File: config.mk
export PLATFORM = sky130hd
export DESIGN_NAME = pipe_hazard_unit
export DESIGN_NICKNAME = d
export VERILOG_FILES = /design/src/rtl/pipe_hazard_unit.sv
export SDC_FILE = /design/constraint.sdc
export NUM_CORES = 1
export LEC_CHECK = 0
export CORE_ASPECT_RATIO = 0.9
export CORE_MARGIN = 5
export CORE_UTILIZATION = 30
export CTS_CLUSTER_SIZE = 12
export DETAILED_ROUTE_END_ITERATION = 10
export SKIP_LAST_GASP = 1
export SYNTH_ARGS = -nofsm -noshare
export SYNTH_HDL_FRONTEND = slang
export SYNTH_SLANG_ARGS = --single-unit
File: constraint.sdc
create_clock -name clk -period 2 [get_ports clk]
set_input_delay 0.2 -clock clk [delete_from_list [all_inputs] [get_ports clk]]
set_output_delay 0.2 -clock clk [all_outputs]
set_load 0.005 [all_outputs]
File: src/rtl/pipe_hazard_unit.sv
// EX/MEM instruction tracking, load-use stall, branch squash and N/V/Z flag register.
// Optional HAZARD_PERF_EN adds saturating stall/flush event counters.
module pipe_hazard_unit #(
    parameter int              ISIZE = 16,
    parameter int              RSIZE = 4,
    parameter logic [ISIZE-1:0] NOP  = '0
) (
    input  logic             clk,
    input  logic             rst,
    input  logic [ISIZE-1:0] InstrIn,
    input  logic             InstrValid,
    input  logic             FlushReq,
    input  logic [2:0]       ALUFlag,
    output logic [ISIZE-1:0] LastInstr,
    output logic [ISIZE-1:0] Last2Instr,
    output logic             LastValid,
    output logic             Last2Valid,
    output logic [2:0]       Flag,
`ifdef HAZARD_PERF_EN
    output logic [15:0]      StallCnt,
    output logic [15:0]      FlushCnt,
`endif
    output logic             Stall
);

    localparam int OP_W = ISIZE - 3 * RSIZE;

    localparam logic [OP_W-1:0] OP_LW   = OP_W'(8);
    localparam logic [OP_W-1:0] OP_JR   = OP_W'(14);
    localparam logic [OP_W-1:0] OP_EXEC = OP_W'(15);

    logic [ISIZE-1:0] last_q, last_d;
    logic [ISIZE-1:0] last2_q, last2_d;
    logic             last_valid_q, last_valid_d;
    logic             last2_valid_q, last2_valid_d;
    logic [2:0]       flag_q, flag_d;

    logic [OP_W-1:0]  in_op, ex_op;
    logic [RSIZE-1:0] in_rd, in_rs, in_rt, ex_rd;
    logic             lw_in_ex, src_match, stall;

    assign in_op = InstrIn[ISIZE-1 -: OP_W];
    assign in_rd = InstrIn[3*RSIZE-1 -: RSIZE];
    assign in_rs = InstrIn[2*RSIZE-1 -: RSIZE];
    assign in_rt = InstrIn[RSIZE-1:0];
    assign ex_op = last_q[ISIZE-1 -: OP_W];
    assign ex_rd = last_q[3*RSIZE-1 -: RSIZE];

    // A load writing R0 produces nothing to wait for, so it is excluded here.
    always_comb begin
        lw_in_ex  = last_valid_q && (ex_op == OP_LW) && (ex_rd != '0);
        src_match = ((in_op < OP_W'(10)) && (in_rs == ex_rd))
                 || ((in_op < OP_W'(5))  && (in_rt == ex_rd))
                 || (((in_op == OP_JR) || (in_op == OP_EXEC)) && (in_rd == ex_rd));
        stall     = lw_in_ex && InstrValid && src_match;
    end

    always_comb begin
        last_d        = InstrIn;
        last_valid_d  = 1'b1;
        if (FlushReq || stall || !InstrValid) begin
            last_d       = NOP;
            last_valid_d = 1'b0;
        end
        last2_d       = last_q;
        last2_valid_d = last_valid_q;

        flag_d = flag_q;
        if (last_valid_q) begin
            if (ex_op <= OP_W'(1)) begin
                flag_d = ALUFlag;
            end else if (ex_op <= OP_W'(7)) begin
                flag_d[0] = ALUFlag[0];
            end
        end
    end

    always_ff @(posedge clk) begin
        if (rst) begin
            last_q        <= NOP;
            last2_q       <= NOP;
            last_valid_q  <= 1'b0;
            last2_valid_q <= 1'b0;
            flag_q        <= 3'b000;
        end else begin
            last_q        <= last_d;
            last2_q       <= last2_d;
            last_valid_q  <= last_valid_d;
            last2_valid_q <= last2_valid_d;
            flag_q        <= flag_d;
        end
    end

    assign LastInstr  = last_q;
    assign Last2Instr = last2_q;
    assign LastValid  = last_valid_q;
    assign Last2Valid = last2_valid_q;
    assign Flag       = flag_q;
    assign Stall      = stall;

`ifdef HAZARD_PERF_EN
    logic [15:0] stall_cnt_q, stall_cnt_d;
    logic [15:0] flush_cnt_q, flush_cnt_d;

    // Counters stick at all-ones rather than wrapping.
    always_comb begin
        stall_cnt_d = stall_cnt_q;
        flush_cnt_d = flush_cnt_q;
        if (stall && (stall_cnt_q != 16'hFFFF)) stall_cnt_d = stall_cnt_q + 16'd1;
        if (FlushReq && (flush_cnt_q != 16'hFFFF)) flush_cnt_d = flush_cnt_q + 16'd1;
    end

    always_ff @(posedge clk) begin
        if (rst) begin
            stall_cnt_q <= 16'd0;
            flush_cnt_q <= 16'd0;
        end else begin
            stall_cnt_q <= stall_cnt_d;
            flush_cnt_q <= flush_cnt_d;
        end
    end

    assign StallCnt = stall_cnt_q;
    assign FlushCnt = flush_cnt_q;
`endif

endmodule

==> flow_metrics.env, run 1 <==
export IMPL_synth_area_leaders="dfxtp_1 (55%), a211oi_1 (8.9%), nor2b_1 (8.3%)"
export IMPL_cp_start_kind="flip-flop"
export IMPL_grt_use_total_pct=12.51
export IMPL_power_total_w=0.001447
export IMPL_dieArea_um2=5939
export IMPL_drv_slew=0
export IMPL_nets=237
export IMPL_avgSynthCellArea_um2=10.30
export IMPL_initial_core_util_pct=30.63
export IMPL_pre_cts_ws_ps=-299.3
export IMPL_worst_slack_ps=68.32
export IMPL_synth_cell_types=22
export IMPL_via_per_inst=4.188
export IMPL_finalClockSkew_ps=4.562
export IMPL_mostFrequentLayoutCell="clkdlybuf4s50_1"
export IMPL_max_freq_mhz=517.7
export IMPL_fillCellCount=414
export IMPL_cp_arrival_ps=1730
export IMPL_ioPinCount=61
export IMPL_cts_buffer_depth=2
export IMPL_cts_buffers=5
export IMPL_coreArea_um2=4403
export IMPL_final_cell_mix="clkdlybuf4s50_1 (59), dfxtp_1 (36), buf_4 (21), nor2b_1 (18)"
export IMPL_synth_top_cell_area_share_pct=54.92
export IMPL_yosysWarnings=0
export IMPL_grt_max_degree=21
export IMPL_overflow=0
export IMPL_die_h_um=73.61
export IMPL_hold_viol=0
export IMPL_ant_nets=0
export IMPL_antenna_found_initial=0
export IMPL_timing_final_crit_share_pct=96.58
export IMPL_grt_pass1_wl_um=5623
export IMPL_finalSetupViolCount=0
export IMPL_power_density_nw_per_um2=646.6
export IMPL_wirelength_um=3558
export IMPL_place_congestion=0.8940
export IMPL_rsz0062_at_grt="false"
export IMPL_h_tree_depth=2
export IMPL_io_buffers=60
export IMPL_cts_tree="yes"
export IMPL_synth_top_cell_by_area="dfxtp_1"
export IMPL_synth_cells=131
export IMPL_crit_path_end_kind="primary output"
export IMPL_final_min_clock_period_ps=1932
export IMPL_power_leakage_nw=0.9277
export IMPL_syn_num_nets=154
export IMPL_yosysSeqAreaShare_pct=54.92
export IMPL_synth_seq_cells=37
export IMPL_wl_per_cell_um=12.89
export IMPL_firstDrtPassIters=4
export IMPL_cts_sinks=37
export IMPL_root_buffer="clkbuf_8"
export IMPL_drive_gt1_share_pct=15.89
export IMPL_slew_headroom_pct=60.89
export IMPL_max_cap_viol_count=0
export IMPL_clock_latency_ps=280
export IMPL_drcViolationCount=0
export IMPL_antenna_cells=0
export IMPL_worstMarginPinSlew_ps=585.3
export IMPL_num_vias=1156
export IMPL_hold_class="flip-flop to flip-flop"
export IMPL_std_cell_rows=23
export IMPL_clk_pin_slew_ps=70
export IMPL_vdd_drop_max_mv=0.2930
export IMPL_drtIter0Drc=14
export IMPL_cp_required_ps=1800
export IMPL_path_max_fanout=4
export IMPL_die_w_um=80.68
export IMPL_dpl_hpwl_um=2769
export IMPL_area_growth_pct=65.96
export IMPL_worstSetupPathType="flip-flop to primary output"
export IMPL_status="completed"
export IMPL_syn_area_um2=1349
export IMPL_grt_pass1_vias=1227
stage by stage:
stage | TNS (ps) | hold WS, ps | cells | instance area, um^2 | utilization, %
after detailed placement | -299.3 | 449.5 | 268 | 2143 | 48.68
final | 0 | 463.3 | 276 | 2238 | 50.84
after floorplan | 0 | 313.5 | 131 | 1349 | -
after CTS | 0 | 461.9 | 276 | 2238 | 50.84
after global routing | 0 | 463.6 | 276 | 2238 | 50.84
after global placement | -272.5 | 452.0 | 268 | 2143 | 48.68
cell type report:
class / instances / area, um^2 / share of cell area, %
clock buffers: 7 / 86.33 / 3.857
inverters: 16 / 60.06 / 2.683
multi-input cells: 73 / 516.7 / 23.09
flip-flops and latches: 37 / 744.5 / 33.26
well taps: 62 / 77.57 / 3.466
repair buffers: 81 / 753.2 / 33.65
metal layers:
layer  up-vias  wire, um  track usage [%]
met5         -         0                0
met4         0        51            5.066
met3         6       406            6.863
met2        41      1695            21.05
met1       516      1405            13.00
li1        593         -                -
final timing paths:
| kind | startpoint | end | slack [ps] | cells after the start |
|---|---|---|---|---|
| setup / recovery | LastInstr[8] | Stall | 70 | 7 |
| hold / removal | LastInstr[0] | Last2Instr[0] | 460 | 1 |
| setup reg to reg | LastInstr[8] | LastInstr[13] | 240 | 8 |
| hold reg to reg | LastInstr[0] | Last2Instr[0] | 460 | 1 |
state kept, by name, indices dropped and copies added (netlist names):
register	count
Last2Instr	16
LastValid	1
Flag	3
Last2Valid	1
LastInstr	16
critical path, stage by stage (launching register included):
cell and delay (ps):
dfxtp_4 360, buf_4 140, xor2_1 150, nor4_1 270, nand3_1 170, nand3_4 110
and2_4 140, buf_2 110
synth_stat cells:
master    number
nor3_1         1
a21oi_1        3
nand4_1        1
nand2_1        5
mux2i_1        1
or4_4          1
nor4_4         1
nand3_4        1
inv_1         16
and2_1         1
clkbuf_1       3
nor4_1         2
a211oi_1      16
dfxtp_1       37
nor2b_1       18
nor2_1         3
buf_6          2
xnor2_1        3
o21ai_0        4
or3b_4         1
nand3_1        2
xor2_1         9
report_power, final:
| group | internal [W] | switching, W |
|---|---|---|
| logic | 0.000110 | 0.0000666 |
| clock network | 0.000273 | 0.000236 |
| registers | 0.000753 | 0.00000861 |
| total | 0.00114 | 0.000312 |
cells by family (layout without fill, tap and decap cells):
logic type	count (synthesis)	after routing	synth area share, %
XOR/XNOR	12	12	7.793
AND/OR/NAND/NOR	37	37	18.09
AO/OA/AOI/OAI	23	23	11.50
multiplexers	1	1	0.7421
buffers and inverters	21	104	6.957
flip-flops	37	37	54.92
timing repair:
action / 4_1_cts / 5_1_grt
resized for setup: 7 / 0
endpoints found under the setup margin: 1 / 0
setup buffers: 1 / 0
hold buffers: 0 / 0
(Power assumes the default switching activity.)
==> inputs of run 2 (changes only) <==
Settings changed: SKIP_CTS_REPAIR_TIMING set to 1.
==> flow_metrics.env, run 2 (synthesized netlist as in run 1, its figures left out) <==
export IMPL_status="completed"
export IMPL_path_max_fanout=2
export IMPL_ant_nets=0
export IMPL_cts_buffer_depth=2
export IMPL_layoutNonFillerInstCount=275
export IMPL_finalSetupViolCount=0
export IMPL_drtIter0Drc=11
export IMPL_die_w_um=80.68
export IMPL_reg2reg_depth=7
export IMPL_h_tree_depth=2
export IMPL_swShare_pct=21.57
export IMPL_max_freq_mhz=524.8
export IMPL_grt_use_met3_pct=6.985
export IMPL_wl_per_cell_um=12.85
export IMPL_grt_use_total_pct=12.51
export IMPL_grt_pass1_vias=1222
export IMPL_num_vias=1152
export IMPL_antenna_cells=0
export IMPL_ioPinCount=61
export IMPL_power_density_nw_per_um2=649.5
export IMPL_wirelength_um=3534
export IMPL_power_leakage_nw=0.9289
export IMPL_cts_sinks=37
export IMPL_area_growth_pct=65.21
export IMPL_die_h_um=73.61
export IMPL_final_cell_mix="clkdlybuf4s50_1 (58), dfxtp_1 (36), buf_4 (20), nor2b_1 (18)"
export IMPL_final_min_clock_period_ps=1905
export IMPL_initial_core_util_pct=30.63
export IMPL_std_cell_rows=23
export IMPL_pwr_share_comb_pct=12.0
export IMPL_drcViolationCount=0
export IMPL_hold_depth=3
export IMPL_overflow=0
export IMPL_mostFrequentLayoutCell="clkdlybuf4s50_1"
export IMPL_drive_gt1_share_pct=15.02
export IMPL_coreArea_um2=4403
export IMPL_p_int_w=0.001135
export IMPL_cp_start_kind="primary input"
export IMPL_via_per_inst=4.189
export IMPL_p_clk_share_pct=35.3
export IMPL_power_total_w=0.001447
export IMPL_firstDrtPassIters=4
export IMPL_nets=236
export IMPL_worstMarginPinSlew_ps=580.0
export IMPL_slew_headroom_pct=61.24
export IMPL_clock_latency_ps=280
export IMPL_antenna_found_initial=0
export IMPL_hold_class="primary input to flip-flop"
export IMPL_power_frac_seq_pct=52.7
export IMPL_cts_tree="yes"
export IMPL_root_buffer="clkbuf_8"
export IMPL_worstSetupPathType="primary input to primary output"
export IMPL_dieArea_um2=5939
export IMPL_finalClockSkew_ps=5.159
export IMPL_grt_max_degree=21
export IMPL_cts_buffers=5
export IMPL_grt_use_met1_pct=13.07
export IMPL_switchingPower_w=0.0003122
export IMPL_dp_cells=268
export IMPL_place_congestion=0.8940
export IMPL_max_cap_viol_count=0
export IMPL_vdd_drop_max_mv=0.2930
export IMPL_drv_slew=0
export IMPL_dpl_hpwl_um=2769
export IMPL_met2_usage_pct=20.86
export IMPL_rsz0062_at_grt="false"
export IMPL_cp_arrival_ps=1710
export IMPL_io_buffers=60
export IMPL_crit_path_end_kind="primary output"
export IMPL_cp_required_ps=1800
export IMPL_hold_viol=0
export IMPL_busiest_layer="met2"
export IMPL_timing_final_crit_share_pct=95.27
export IMPL_grt_pass1_wl_um=5637
export IMPL_clk_pin_slew_ps=70
## run 2: worst max-delay path: stages
cell             delay, ps
clkdlybuf4s50_1        450
xor2_1                 160
or4_4                  560
nand3_4                 90
and2_1                 130
clkbuf_2               110
## run 2: path summary, 6_finish.rpt
kind | from | to | slack, ps
worst min register to register | LastInstr[0] | Last2Instr[0] | 460
worst max register to register | LastInstr[8] | LastInstr[13] | 370
worst min-delay path | InstrIn[10] | LastInstr[10] | 190
worst max-delay path | InstrIn[9] | Stall | 90
## run 2: layout make-up
type,instances,area (um^2)
clock buffers,7,86.33
fillers,417,2175
inverters,16,60.06
multi-input cells,73,514.2
flip-flops and latches,37,742.0
well taps,62,77.57
repair buffers,80,748.2
## run 2: through the flow
stage	hold slack [ps]	setup WS [ps]	instance area, um^2	setup TNS (ps)	util (%)
detailed placement	449.5	-299.3	2143	-299.3	48.68
finish	185.1	94.58	2228	0	50.61
global placement	452.0	-272.5	2143	-272.5	48.68
CTS	462.0	-346.4	2230	-346.4	50.64
floorplan	313.5	319.4	1349	0	-
global route	201.2	5.159	2228	0	50.61
## run 2: per-layer routing
| layer | up-vias | routed length, um |
|---|---|---|
| met5 | - | 0 |
| met3 | 6 | 418 |
| met1 | 511 | 1406 |
| met2 | 43 | 1658 |
| li1 | 592 | - |
| met4 | 0 | 51 |
## run 2: power groups by stage
stage          Clock, W  Combinational, W  Sequential (W)
6_report       0.000511          0.000174        0.000763
5_1_grt        0.000556          0.000188        0.000765
4_1_cts        0.000526          0.000176        0.000763
3_5_place_dp          0          0.000175        0.000780
3_3_place_gp          0          0.000173        0.000779
2_1_floorplan         0         0.0000544        0.000783
